## src/rtl/bsmm_operand_loader_if.sv

```systemverilog
// Operand-loader bus: stream input from host/DMA plus the vector/launch side to the multiplier.
// No logic, wiring only. Flow control is valid/ready on the stream side.
// Framing ports in_last/frame_err exist only when BSMM_LOADER_LAST_CHECK_EN is defined.
interface bsmm_operand_loader_if #(
    parameter int N_VALUES = 10,
    parameter int WIDTH    = 32
);
    logic [WIDTH-1:0]                in_data;
    logic                            in_valid;
    logic                            in_ready;
    logic [N_VALUES-1:0][WIDTH-1:0]  values;
    logic                            start;
    logic                            busy;
`ifdef BSMM_LOADER_LAST_CHECK_EN
    logic                            in_last;
    logic                            frame_err;

    modport slave  (input  in_data, in_valid, in_last,
                    output in_ready, values, start, busy, frame_err);
    modport master (output in_data, in_valid, in_last,
                    input  in_ready, values, start, busy, frame_err);
`else
    modport slave  (input  in_data, in_valid,
                    output in_ready, values, start, busy);
    modport master (output in_data, in_valid,
                    input  in_ready, values, start, busy);
`endif
endinterface

```

## src/rtl/bsmm_operand_loader.sv

```systemverilog
// Assembles N_VALUES stream words into the multiplier operand vector, then pulses start.
// Latency: start one cycle after the last accept; vector frozen for COMPUTE_CYCLES cycles after that.
// Backpressure: in_ready low from FIRE through WAIT; optional framing check under BSMM_LOADER_LAST_CHECK_EN.
module bsmm_operand_loader #(
    parameter int N_VALUES       = 10,
    parameter int WIDTH          = 32,
    parameter int COMPUTE_CYCLES = 40
) (
    input  logic                 clk,
    input  logic                 rst_n,
    bsmm_operand_loader_if.slave bus
);
    localparam int IW = $clog2(N_VALUES);
    localparam int CW = (COMPUTE_CYCLES > 1) ? $clog2(COMPUTE_CYCLES) : 1;
    localparam logic [IW-1:0] LAST_IDX = IW'(N_VALUES - 1);
    localparam logic [CW-1:0] CNT_INIT = CW'(COMPUTE_CYCLES - 1);

    typedef enum logic [1:0] {S_FILL, S_FIRE, S_WAIT} state_t;

    state_t                         state_q, state_d;
    logic [IW-1:0]                  idx_q;
    logic [CW-1:0]                  cnt_q;
    logic [N_VALUES-1:0][WIDTH-1:0] values_q;
    logic                           ready_q;
    logic                           busy_q;
    logic                           start_c;
    logic                           xfer;
    logic                           frm_bad;

    // ready_q is only ever high in FILL, so a transfer implies FILL.
    assign xfer = bus.in_valid & ready_q;

`ifdef BSMM_LOADER_LAST_CHECK_EN
    logic err_q;
    assign frm_bad       = xfer & (bus.in_last != (idx_q == LAST_IDX));
    assign bus.frame_err = err_q;
`else
    assign frm_bad = 1'b0;
`endif

    always_ff @(posedge clk or negedge rst_n) begin
        if (!rst_n) state_q <= S_FILL;
        else        state_q <= state_d;
    end

    always_comb begin
        state_d = state_q;
        case (state_q)
            S_FILL: if (xfer && idx_q == LAST_IDX && !frm_bad) state_d = S_FIRE;
            S_FIRE: state_d = S_WAIT;
            S_WAIT: if (cnt_q == '0) state_d = S_FILL;
            default: state_d = S_FILL;
        endcase
    end

    always_comb begin
        start_c = 1'b0;
        if (state_q == S_FIRE) start_c = 1'b1;
    end

    always_ff @(posedge clk or negedge rst_n) begin
        if (!rst_n) begin
            idx_q    <= '0;
            cnt_q    <= '0;
            values_q <= '0;
            ready_q  <= 1'b0;
            busy_q   <= 1'b0;
`ifdef BSMM_LOADER_LAST_CHECK_EN
            err_q    <= 1'b0;
`endif
        end else begin
            // Handshake flags look ahead so they line up with the state they describe.
            ready_q <= (state_d == S_FILL);
            busy_q  <= (state_d != S_FILL);
            if (xfer) begin
                values_q[idx_q] <= bus.in_data;
                if (idx_q == LAST_IDX || frm_bad) idx_q <= '0;
                else                              idx_q <= idx_q + IW'(1);
            end
            if (state_q == S_FIRE)                   cnt_q <= CNT_INIT;
            else if (state_q == S_WAIT && cnt_q != '0) cnt_q <= cnt_q - CW'(1);
`ifdef BSMM_LOADER_LAST_CHECK_EN
            err_q <= frm_bad;
`endif
        end
    end

    assign bus.in_ready = ready_q;
    assign bus.busy     = busy_q;
    assign bus.start    = start_c;
    assign bus.values   = values_q;

endmodule

```

## src/flat_wrapper.sv

```systemverilog
// flat-port wrapper written by rule: the top's interface ports become plain ports
module bsmm_operand_loader_flat 
#(
    parameter int N_VALUES       = 10,
    parameter int WIDTH          = 32,
    parameter int COMPUTE_CYCLES = 40
)
  (clk, rst_n, bus_in_data, bus_in_valid, bus_in_ready, bus_values, bus_start, bus_busy);
  bsmm_operand_loader_if #(.N_VALUES(N_VALUES), .WIDTH(WIDTH)) bus_i ();
  input  logic clk;
  input  logic rst_n;
  input wire logic [$bits(bus_i.in_data)-1:0] bus_in_data;
  input wire logic [$bits(bus_i.in_valid)-1:0] bus_in_valid;
  output wire logic [$bits(bus_i.in_ready)-1:0] bus_in_ready;
  output wire logic [$bits(bus_i.values)-1:0] bus_values;
  output wire logic [$bits(bus_i.start)-1:0] bus_start;
  output wire logic [$bits(bus_i.busy)-1:0] bus_busy;
  assign bus_i.in_data = bus_in_data;
  assign bus_i.in_valid = bus_in_valid;
  assign bus_in_ready = bus_i.in_ready;
  assign bus_values = bus_i.values;
  assign bus_start = bus_i.start;
  assign bus_busy = bus_i.busy;
  bsmm_operand_loader #(.N_VALUES(N_VALUES), .WIDTH(WIDTH), .COMPUTE_CYCLES(COMPUTE_CYCLES)) u_core (.clk(clk), .rst_n(rst_n), .bus(bus_i));
endmodule
```

## config.mk

```make
export PLATFORM = sky130hd
export DESIGN_NAME = bsmm_operand_loader_flat
export DESIGN_NICKNAME = d
export VERILOG_FILES = /design/src/rtl/bsmm_operand_loader_if.sv /design/src/rtl/bsmm_operand_loader.sv /design/src/flat_wrapper.sv
export SDC_FILE = /design/constraint.sdc
export NUM_CORES = 1
export LEC_CHECK = 0
export CAP_MARGIN = 10
export CORE_MARGIN = 1
export CORE_UTILIZATION = 40
export CTS_CLUSTER_SIZE = 8
export DETAILED_ROUTE_END_ITERATION = 7
export GPL_ROUTABILITY_DRIVEN = 0
export MAX_ROUTING_LAYER = met4
export PLACE_DENSITY = 0.69
export SYNTH_ARGS = -nofsm -noshare
export SYNTH_HDL_FRONTEND = slang
export SYNTH_SLANG_ARGS = --single-unit
```

## constraint.sdc

```tcl
create_clock -name clk -period 5.3 [get_ports clk]
set_input_delay 0.53 -clock clk [delete_from_list [all_inputs] [get_ports clk]]
set_output_delay 0.53 -clock clk [all_outputs]
set_load 0.01 [all_outputs]
```

### After elaboration in Yosys (flattened, before gate mapping)

Cells that the tools add are included.

* logic and storage cells: 42
* input bits: 35
* register bits: 334
* output and inout port bits: 323

* equality and inequality tests: 3
* order comparisons: 2
* multiplexer cells: 10
* bitwise operators: 1
* add/sub/neg operators: 2
* reduce and logical (&&, ||, !) cells: 9

Operators with widths (count)
* $bwmux W320: 1
* $demux W32 S4: 1
* $mux W32: 1
* $mux W6: 2
* $logic_not A6 Y1: 1
* $pmux W2 S3: 1
* $reduce_bool A6 Y1: 1
* $sub A6 B1 Y6 const B: 1
* $lt A4 B5 Y1 const B: 1
* $add A4 B1 Y4 const B: 1
* $eq A4 B4 Y1 const B: 1
* $ge A4 B1 Y1 const B: 1
* $logic_not A2 Y1: 2
* $mux W2: 2
* $mux W4: 1
* $reduce_bool A2 Y1: 2
* $logic_and A1 B1 Y1: 3
* $eq A2 B1 Y1 const B: 1
* $eq A2 B2 Y1 const B: 1
* $and A1 B1 Y1: 1
* $mux W1: 1

### Longest topological paths before layout

Gate-level depths: netlist of run 1.

* depth after elaboration: 5
* mapped depth: 6
* gate-level depth less buffers: 5

### Least setup slack after synthesis of run 1

OpenSTA, ideal clock, no wires.

* path type: input to register
* start: input port bus_in_valid
* end: register u_core.values_q, in the netlist u_core.bus.values[65]
* data arrival time: 1604 ps
* data required time: 5175 ps
* setup slack: 3571 ps
* stages on the path: 5
* library setup time: 125 ps
* path buffers: 2
* path through: nand3_1 or4_1 buf_2 buf_6 mux2_4

* cells in the longest elaborated chain, start to end: 1

Ends and longest elaborated chain
* start: declaration: RTL line flat_wrapper.sv:13 `input wire logic [$bits(bus_i.in_valid)-1:0] bus_in_valid;`
* $and A1 B1 Y1: RTL line bsmm_operand_loader.sv:31 `assign xfer = bus.in_valid & ready_q;`
* end signal: indexed assignment: RTL line bsmm_operand_loader.sv:76 `values_q[idx_q] <= bus.in_data;`
* end: declaration: RTL line bsmm_operand_loader.sv:23 `logic [N_VALUES-1:0][WIDTH-1:0] values_q;`

Every way passes these cells.
A chain may end at the register's enable or synchronous reset.

### Final worst setup path of run 1

* start: register u_core.state_q[1]
* end: output port bus_start

* cells in the longest elaborated chain, start to end: 2

Ends and longest elaborated chain
* start: declaration: RTL line bsmm_operand_loader.sv:20 `state_t state_q, state_d;`
* start signal: assignment: RTL line bsmm_operand_loader.sv:43 `else state_q <= state_d;`
* $eq A2 B1 Y1: RTL line bsmm_operand_loader.sv:58 `if (state_q == S_FIRE) start_c = 1'b1;`
* $mux W1: RTL line bsmm_operand_loader.sv:58
* end: declaration: RTL line flat_wrapper.sv:16 `output wire logic [$bits(bus_i.start)-1:0] bus_start;`

Every way passes these cells.

==> impl_metrics.csv, run 1 <==
group,metric,value,unit
grt,grt_pass1_wl,53000,um
worst_setup_path,worstSetupStartpointType,"flip-flop",
flow_run,maxCapViolCount,0,
grt,grt_pass1_vias,8378,
clock_tree,clkTransAtPathRegs,0.05,ns
finish,nFillCells,2566,
synth,ys_seq_elements,334,
floorplan,rows,65,
timing,fin_skew,0.0186,ns
synth,yosysSeqAreaShare,65.1,%
drt,drt_pass1_iterations,4,
timing,slew_viol_final,0,
floorplan,die_x,181,um
synth,synth_cells,791,
clock_tree,postCtsSetupBuffers,0,
clock_tree,root_buffer,"clkbuf_16",
worst_setup_path,cp_data_arrival_time,1.94,ns
timing,timing.fmax,405,MHz
drt,routedWlPerCell,22.3,um
outcome,status,"completed",
worst_setup_path,critPathKind,"flip-flop to output port",
placement,dpl.hpwl,22200,um
timing,setup_viol,0,
drt,drt_first_iter_violations,338,
timing,hold_violations,0,
placement,numPortBuffers,357,
synth,synth_edf_count,0,
finish,diodes,0,
floorplan,num_io_pins,358,
timing,setup_tns,0,ns
synth,avgSynthCellArea,16.2,um^2
synth,ys_warn_count,0,
timing,min_period,2.47,ns
synth,syn-cell-area,12800,um^2
timing,fin_crit_sh,46.5,%
pwr,ir_worst_vdd,386,uV
worst_setup_path,end_kind,"output port",
finish,register_area,8360,um^2
drt,vias_per_cell,5.09,
clock_tree,cts_hold_buf,0,
grt,grtUsageTotal,21.8,%
synth,yosysTopAreaCellShare,65.1,%
synth,synthTopCellsByArea,"dfrtp_1 65%, mux2_2 25%, mux2_4 3.5%, buf_2 1.0%, buf_1 0.94%",
drt,wirelength,34200,um
clock_tree,tritoncts,"built",
pwr,powerDensity,669,nW/um^2
drt,ant_nets,0,
grt,grt-ovfl-total,0,
drt,vias,7820,
floorplan,dieArea,32800,um^2
drt,drcViolationCount,0,
synth,async_reset_ff_share,100,%
synth,ys.flop_type,"dfrtp_1",
clock_tree,insertion_delay,0.53,ns
timing,tightest_slew,1.08,ns
min_path,min_path_type,"input port to asynchronous set/reset pin",
finish,drive_gt1_share,33.7,%
synth,yosys.area.top_type,"dfrtp_1",
placement,preCtsSetupSlack,2.33,ns
timing,slew_headroom,27.9,%
floorplan,initial_utilization,40.7,%
pwr,leakage,7.95,nW
worst_setup_path,crit_required,4.77,ns
clock_tree,cts.sinks,334,
timing,setup_ws,2.83,ns
floorplan,core-area,31600,um^2
grt,grt_max_degree,125,
floorplan,die_h,181,um
synth,ys_types,42,
clock_tree,cts_buffers,47,
timing,rsz0062_at_grt,"no",
finish,nNetsFinal,1170,
finish,multiInputGateArea,4170,um^2
worst_setup_path,crit_fanout,14,
synth,syn_nets,828,
clock_tree,htree_levels,2,
clock_tree,ctsResizeCount,0,
clock_tree,cts_buffer_depth,3,
grt,antenna_found_initial,0,
finish,area_delta_synth_final,39.2,%
==> flip-flops by register name (all words and copies together) (netlist names) <==
signal and flops:
u_core.bus.values 320, u_core.idx_q 4, u_core.bus.in_ready 1, u_core.bus.busy 1, u_core.cnt_q 6, u_core.state_q 2
==> final timing paths <==
| path | slack (ns) | endpoint | start | cells after the start |
|---|---|---|---|---|
| setup / recovery | 2.83 | bus_start | u_core.state_q[1]$_DFF_PN0_ | 3 |
| hold / removal | 0.12 | u_core.bus.values[218]$_DFFE_PN0P_ | rst_n | 1 |
| setup reg to reg | 2.97 | u_core.bus.values[76]$_DFFE_PN0P_ | u_core.idx_q[1]$_DFFE_PN0P_ | 4 |
| hold reg to reg | 0.49 | u_core.bus.values[98]$_DFFE_PN0P_ | u_core.bus.values[98]$_DFFE_PN0P_ | 1 |
| max in group asynchronous | 4.00 | u_core.bus.values[69]$_DFFE_PN0P_ | rst_n | 2 |
| min in group clk | 0.49 | u_core.bus.values[98]$_DFFE_PN0P_ | u_core.bus.values[98]$_DFFE_PN0P_ | 1 |
==> layer usage <==
| layer | vias up | GRT usage, % | routed length (um) |
|---|---|---|---|
| met5 | - | - | 0 |
| met4 | 0 | 6.03 | 821 |
| met3 | 59 | 6.83 | 2740 |
| met2 | 280 | 34.6 | 16400 |
| met1 | 4039 | 26.9 | 14200 |
| li1 | 3442 | - | - |
==> cell families after synthesis <==
family / count (synthesis) / share of synthesized area (%)
AND/OR/NAND/NOR: 41 / 1.92
flip-flops: 334 / 65.1
AO/OA/AOI/OAI: 18 / 1.04
multiplexers: 320 / 28.9
adder cells (fa/ha/maj): 2 / 0.195
XOR/XNOR: 2 / 0.136
buffers and inverters: 74 / 2.68
==> layout by cell type (no fill, tap or decap), types with 3 or more instances in the layout <==
master,n
mux2_2,286
buf_4,3
inv_1,5
o21ai_0,4
mux2_4,30
mux2_1,4
nand3_1,3
dfrtp_1,334
nand2_2,4
clkdlybuf4s50_1,356
nand2_1,3
nand2b_1,6
clkbuf_16,47
nor2_1,4
==> critical path: stages (launching register included) <==
cell and delay (ns):
dfrtp_1 0.52, nand2b_1 0.28, inv_1 0.08, clkdlybuf4s50_1 0.53
==> power by group <==
part | switching, mW | total (mW) | internal (mW) | leakage (nW)
Sequential | 0.666 | 4.45 | 3.78 | 4.18
Clock | 1.00 | 2.55 | 1.55 | 0.586
Combinational | 1.89 | 4.96 | 3.07 | 3.18
Total | 3.55 | 12.0 | 8.40 | 7.95
==> synth_stat cells, drive strengths merged (2+ instances only) <==
master	number
o31ai	2
mux2	320
clkbuf	5
inv	5
nor2	5
nor2b	2
nand2	7
o2111ai	2
nand3b	2
ha	2
dfrtp	334
or4	2
o21ai	4
nand3	3
buf	64
a22oi	2
o221ai	2
nor3	3
xnor2	2
nand2b	7
==> stage by stage <==
step                      cell area, um^2  power, mW  instances  utilization [%]  hold slack (ns)
after detailed placement            16700       9.46       1486             52.9            0.481
after global routing                17900       12.6       1536             56.7            0.211
after floorplan                     12800       6.46        791                -            0.234
final                               17900       12.0       1536             56.7            0.116
after global placement              16700       9.35       1486             52.9            0.475
after CTS                           17900       12.1       1536             56.7            0.156
==> layout make-up <==
class                      instances  area share (%)
clock buffer                      49            6.62
sequential                       334            46.7
inverter                           5           0.105
tap                              402            2.81
clock inverter                     1          0.0490
multi-input combinational        383            23.3
timing repair buffer             362            20.4
Note: power is estimated with default switching activity, not from simulation.
==> run 2: changes to the inputs <==
- clock period: 5.3 -> 2.42 ns (I/O delays scaled with it)
==> impl_metrics.csv, run 2 (synthesis gave the netlist of run 1 again) <==
group,metric,value,unit
outcome,status,"completed",
worst_setup_path,crit_fanout,14,
floorplan,die_h,181,um
grt,grt_use_met2,34.2,%
worst_setup_path,cp_data_arrival_time,1.92,ns
drt,drt_pass1_iterations,4,
finish,drive_gt1_share,34.9,%
pwr,seqPwrFrac,37.0,%
floorplan,rows,65,
finish,area_delta_synth_final,41.8,%
clock_tree,cts_buffers,47,
pwr,switching_share,29.5,%
pwr,leakage,8.11,nW
placement,numPortBuffers,357,
flow_run,maxCapViolCount,0,
clock_tree,root_buffer,"clkbuf_16",
drt,wirelength,34400,um
worst_setup_path,end_kind,"output port",
clock_tree,insertion_delay,0.52,ns
grt,grt_max_degree,81,
pwr,powerDensity,1450,nW/um^2
floorplan,dieArea,32800,um^2
clock_tree,ctsResizeCount,0,
floorplan,core-area,31600,um^2
finish,largest_reg_flops,320,
worst_setup_path,critPathKind,"flip-flop to output port",
timing,slew_viol_final,0,
floorplan,die_x,181,um
timing,hold_violations,0,
worst_setup_path,worstSetupStartpointType,"flip-flop",
clock_tree,cts_buffer_depth,3,
placement,dpl.hpwl,23200,um
floorplan,initial_utilization,40.7,%
clock_tree,clkTransAtPathRegs,0.05,ns
placement,dp.cells,1507,
min_path,min_path_type,"input port to asynchronous set/reset pin",
grt,grt_util_met3,6.77,%
clock_tree,cts.sinks,334,
timing,fin_hold_ws,0.257,ns
pwr,pwr-share-clk,21.5,%
drt,drt_first_iter_violations,316,
pwr,power.switching,7.77,mW
timing,setup_tns,0,ns
drt,drcViolationCount,0,
drt,ant_nets,0,
worst_setup_path,crit_required,2.18,ns
finish,final_cells,1559,
finish,nNetsFinal,1192,
finish,diodes,0,
timing,rsz0062_at_grt,"no",
pwr,combPwrFrac,41.5,%
finish,fin_area,18200,um^2
pwr,intPower,18.6,mW
timing,setup_viol,0,
grt,grt-ovfl-total,0,
drt,vias_per_cell,5.05,
timing,tightest_slew,0.561,ns
clock_tree,tritoncts,"built",
timing,fin_skew,0.00787,ns
drt,routedWlPerCell,22.1,um
grt,grt_pass1_wl,53300,um
floorplan,num_io_pins,358,
finish,layout_commonest_cell,"clkdlybuf4s50_1",
placement,dpl-instance-area,17000,um^2
grt,grtUsageTotal,22.0,%
timing,min_period,2.16,ns
grt,grt_pass1_vias,8502,
drt,vias,7873,
grt,antenna_found_initial,0,
timing,slew_headroom,62.5,%
timing,timing.fmax,463,MHz
grt,top_usage_layer,"met2",
clock_tree,htree_levels,2,
timing,fin_crit_sh,89.2,%
finish,mostFrequentLayoutCells,"356 x clkdlybuf4s50_1, 334 x dfrtp_1, 286 x mux2_2",
pwr,finalPower,26.4,mW
pwr,ir_worst_vdd,771,uV
grt,met1_usage,28.0,%
[run 2: worst paths after layout]
| kind | startpoint | end | slack [ns] | depth (start not counted) |
|---|---|---|---|---|
| worst min-delay path | rst_n | u_core.bus.values[122]$_DFFE_PN0P_ | 0.26 | 2 |
| min in group clk | bus_in_valid | u_core.idx_q[0]$_DFFE_PN0P_ | 0.42 | 3 |
| max in group asynchronous | rst_n | u_core.bus.values[35]$_DFFE_PN0P_ | 1.32 | 3 |
| worst min register to register | u_core.bus.values[198]$_DFFE_PN0P_ | u_core.bus.values[198]$_DFFE_PN0P_ | 0.49 | 1 |
| worst max-delay path | u_core.state_q[1]$_DFF_PN0_ | bus_start | 0.26 | 3 |
| worst max register to register | u_core.idx_q[1]$_DFFE_PN0P_ | u_core.bus.values[87]$_DFFE_PN0P_ | 0.53 | 4 |
[run 2: metrics by stage]
step,worst slack [ns],utilization [%]
after floorplan,0.724,-
after global placement,0.166,53.7
after detailed placement,0.146,53.7
after CTS,0.220,57.7
after global routing,0.144,57.7
final,0.261,57.7
[run 2: timing repair]
item / CTS / global route
hold buffers: 1 / 0
buffers inserted: 0 / 0
endpoints found under the hold margin: 54 / 0
[run 2: area by class of cell]
type	count	area, um^2
Sequential cell	334	8360
Tap cell	402	503
Multi-Input combinational cell	383	4170
Inverter	5	18.8
Timing Repair Buffer	384	3920
Fill cell	2514	13400
Clock buffer	51	1230
[run 2: routing by layer]
layer,routed length [um],up-vias
li1,-,3496
met1,14700,4054
met2,16400,276
met3,2640,47
met4,654,0
met5,0,-
[run 2: power groups by stage]
stage | Sequential, mW | Combinational (mW) | Clock [mW]
global route | 10.1 | 11.5 | 6.09
global placement | 9.65 | 10.9 | 0
finish | 9.75 | 10.9 | 5.68
detailed placement | 9.78 | 11.0 | 0
floorplan | 10.9 | 3.29 | 0
CTS | 9.76 | 11.1 | 5.84
[run 2: worst max-delay path, cell delays in order, from the launching register on]
cell	delay [ns]
dfrtp_1	0.51
nand2b_1	0.28
inv_1	0.08
clkdlybuf4s50_1	0.53
==> run 3: changes to the inputs <==
- CELL_PAD_IN_SITES_DETAIL_PLACEMENT: default -> 0
- CELL_PAD_IN_SITES_GLOBAL_PLACEMENT: default -> 2
- CORE_UTILIZATION: 40 -> 33
- PLACE_DENSITY: 0.69 -> default
- PLACE_DENSITY_LB_ADDON: default -> 0.1
- SETUP_SLACK_MARGIN: default -> 0.15
==> impl_metrics.csv, run 3 (synthesis gave the netlist of run 1 again) <==
group,metric,value,unit
floorplan,initial_utilization,33.8,%
grt,top_usage_layer,"met2",
clock_tree,cts.sinks,334,
placement,numPortBuffers,357,
drt,vias,7784,
placement,dpl.hpwl,25000,um
worst_setup_path,cpMaxStageDelayCell,"clkdlybuf4s50_1",
floorplan,dieArea,39700,um^2
floorplan,die_x,199,um
drt,drt_first_iter_violations,205,
timing,tightest_slew,0.554,ns
finish,area_delta_synth_final,43.1,%
drt,wirelength,36900,um
flow_run,maxCapViolCount,0,
worst_setup_path,max_stage_delay,0.52,ns
worst_setup_path,cp_data_arrival_time,1.93,ns
finish,nNetsFinal,1191,
timing,min_period,2.17,ns
floorplan,num_io_pins,358,
finish,drive_gt1_share,35.1,%
worst_setup_path,crit_buf_inv,3,
finish,diodes,0,
worst_setup_path,crit_fanout,13,
pwr,leakage,8.13,nW
worst_setup_path,worstSetupStartpointType,"flip-flop",
clock_tree,cts_buffer_depth,3,
worst_setup_path,critPathKind,"flip-flop to output port",
drt,drt_pass1_iterations,3,
grt,antenna_found_initial,0,
grt,grtUsageTotal,19.5,%
drt,vias_per_cell,4.67,
worst_setup_path,end_kind,"output port",
grt,grt_max_degree,73,
grt,met1_usage,24.3,%
clock_tree,clkTransAtPathRegs,0.05,ns
drt,ant_nets,0,
grt,grt-ovfl-total,0,
timing,slew_headroom,63.0,%
worst_setup_path,cp_top_family,"buffers and inverters",
clock_tree,tritoncts,"built",
timing,rsz0062_at_grt,"no",
floorplan,rows,71,
grt,grt_util_met3,7.70,%
clock_tree,postCtsSetupBuffers,0,
clock_tree,htree_levels,2,
pwr,powerDensity,1440,nW/um^2
clock_tree,insertion_delay,0.55,ns
grt,grt_pass1_vias,8326,
timing,timing.fmax,461,MHz
finish,final_util,48.3,%
finish,largest_reg_flops,320,
floorplan,die_h,199,um
worst_setup_path,worst-path-stages,4,
timing,setup_viol,0,
timing,setup_tns,0,ns
timing,hold_violations,0,
clock_tree,root_buffer,"clkbuf_16",
timing,fin_crit_sh,89.6,%
min_path,min_path_type,"input port to asynchronous set/reset pin",
timing,fin_skew,0.0139,ns
worst_setup_path,worstPathCellList,"buf_4 > nand2b_2 > inv_1 > clkdlybuf4s50_1",
pwr,ir_worst_vdd,678,uV
worst_setup_path,r2r_cells,4,
drt,drcViolationCount,0,
grt,grt_use_met2,29.2,%
outcome,status,"completed",
finish,mostFrequentLayoutCells,"356 x clkdlybuf4s50_1, 334 x dfrtp_1, 286 x mux2_2",
clock_tree,cts_buffers,47,
drt,routedWlPerCell,22.1,um
timing,slew_viol_final,0,
floorplan,core-area,38000,um^2
worst_setup_path,crit_required,2.18,ns
finish,layout_commonest_cell,"clkdlybuf4s50_1",
grt,grt_pass1_wl,55200,um
run 3: cell types whose count changed in the layout (fill, tap and decap cells not counted):
cell	change
clkbuf_8	+1
nand2b_1	-1
buf_4	-4
buf_12	+3
clkbuf_1	-2
nand2b_2	+1
run 3: final timing paths:
check,end,slack [ns],start
max,bus_start,0.25,u_core.state_q[1]$_DFF_PN0_
min,u_core.bus.values[39]$_DFFE_PN0P_,0.23,rst_n
max reg2reg,u_core.bus.values[80]$_DFFE_PN0P_,0.50,u_core.bus.in_ready$_DFF_PN0_
min reg2reg,u_core.bus.values[166]$_DFFE_PN0P_,0.48,u_core.bus.values[166]$_DFFE_PN0P_
max in group asynchronous,u_core.bus.values[114]$_DFFE_PN0P_,1.38,rst_n
min in group clk,u_core.idx_q[0]$_DFFE_PN0P_,0.42,bus_in_valid
run 3: area by class of cell:
cell class	instances	area, um^2
fillers	3402	19600
flip-flops and latches	334	8360
multi-input cells	383	4170
repair buffers	383	3950
clock buffers	50	1240
well taps	511	639
inverters	5	18.8
run 3: timing repair:
action	CTS	global route
endpoints found under the setup margin	0	1
resized for setup	0	1
hold buffers	1	0
hold endpoints to repair	48	0
run 3: per-layer routing:
metal  share of wire, %  wire length [um]  vias to the layer above
met5                  0                 0                        -
met2                 46             17000                      239
met3                9.0              3310                       53
li1                   -                 -                     3500
met1                 43             15800                     3992
met4                2.2               795                        0
run 3: metrics by stage:
step	instances	power [mW]	setup WS [ns]	hold slack (ns)	area [um^2]
6_report	1666	26.5	0.251	0.234	18400
5_1_grt	1666	28.1	0.161	0.254	18400
4_1_cts	1666	27.0	0.183	0.230	18400
3_5_place_dp	1615	21.0	0.158	0.230	17100
3_3_place_gp	1615	20.9	0.182	0.229	17100
2_1_floorplan	791	14.2	0.724	-0.0536	12800
run 3: where the power goes:
group | internal, mW | total [mW] | switching [mW]
clock | 3.54 | 5.78 | 2.24
sequential | 8.28 | 9.72 | 1.44
combinational | 6.82 | 11.0 | 4.22
total | 18.6 | 26.5 | 7.90
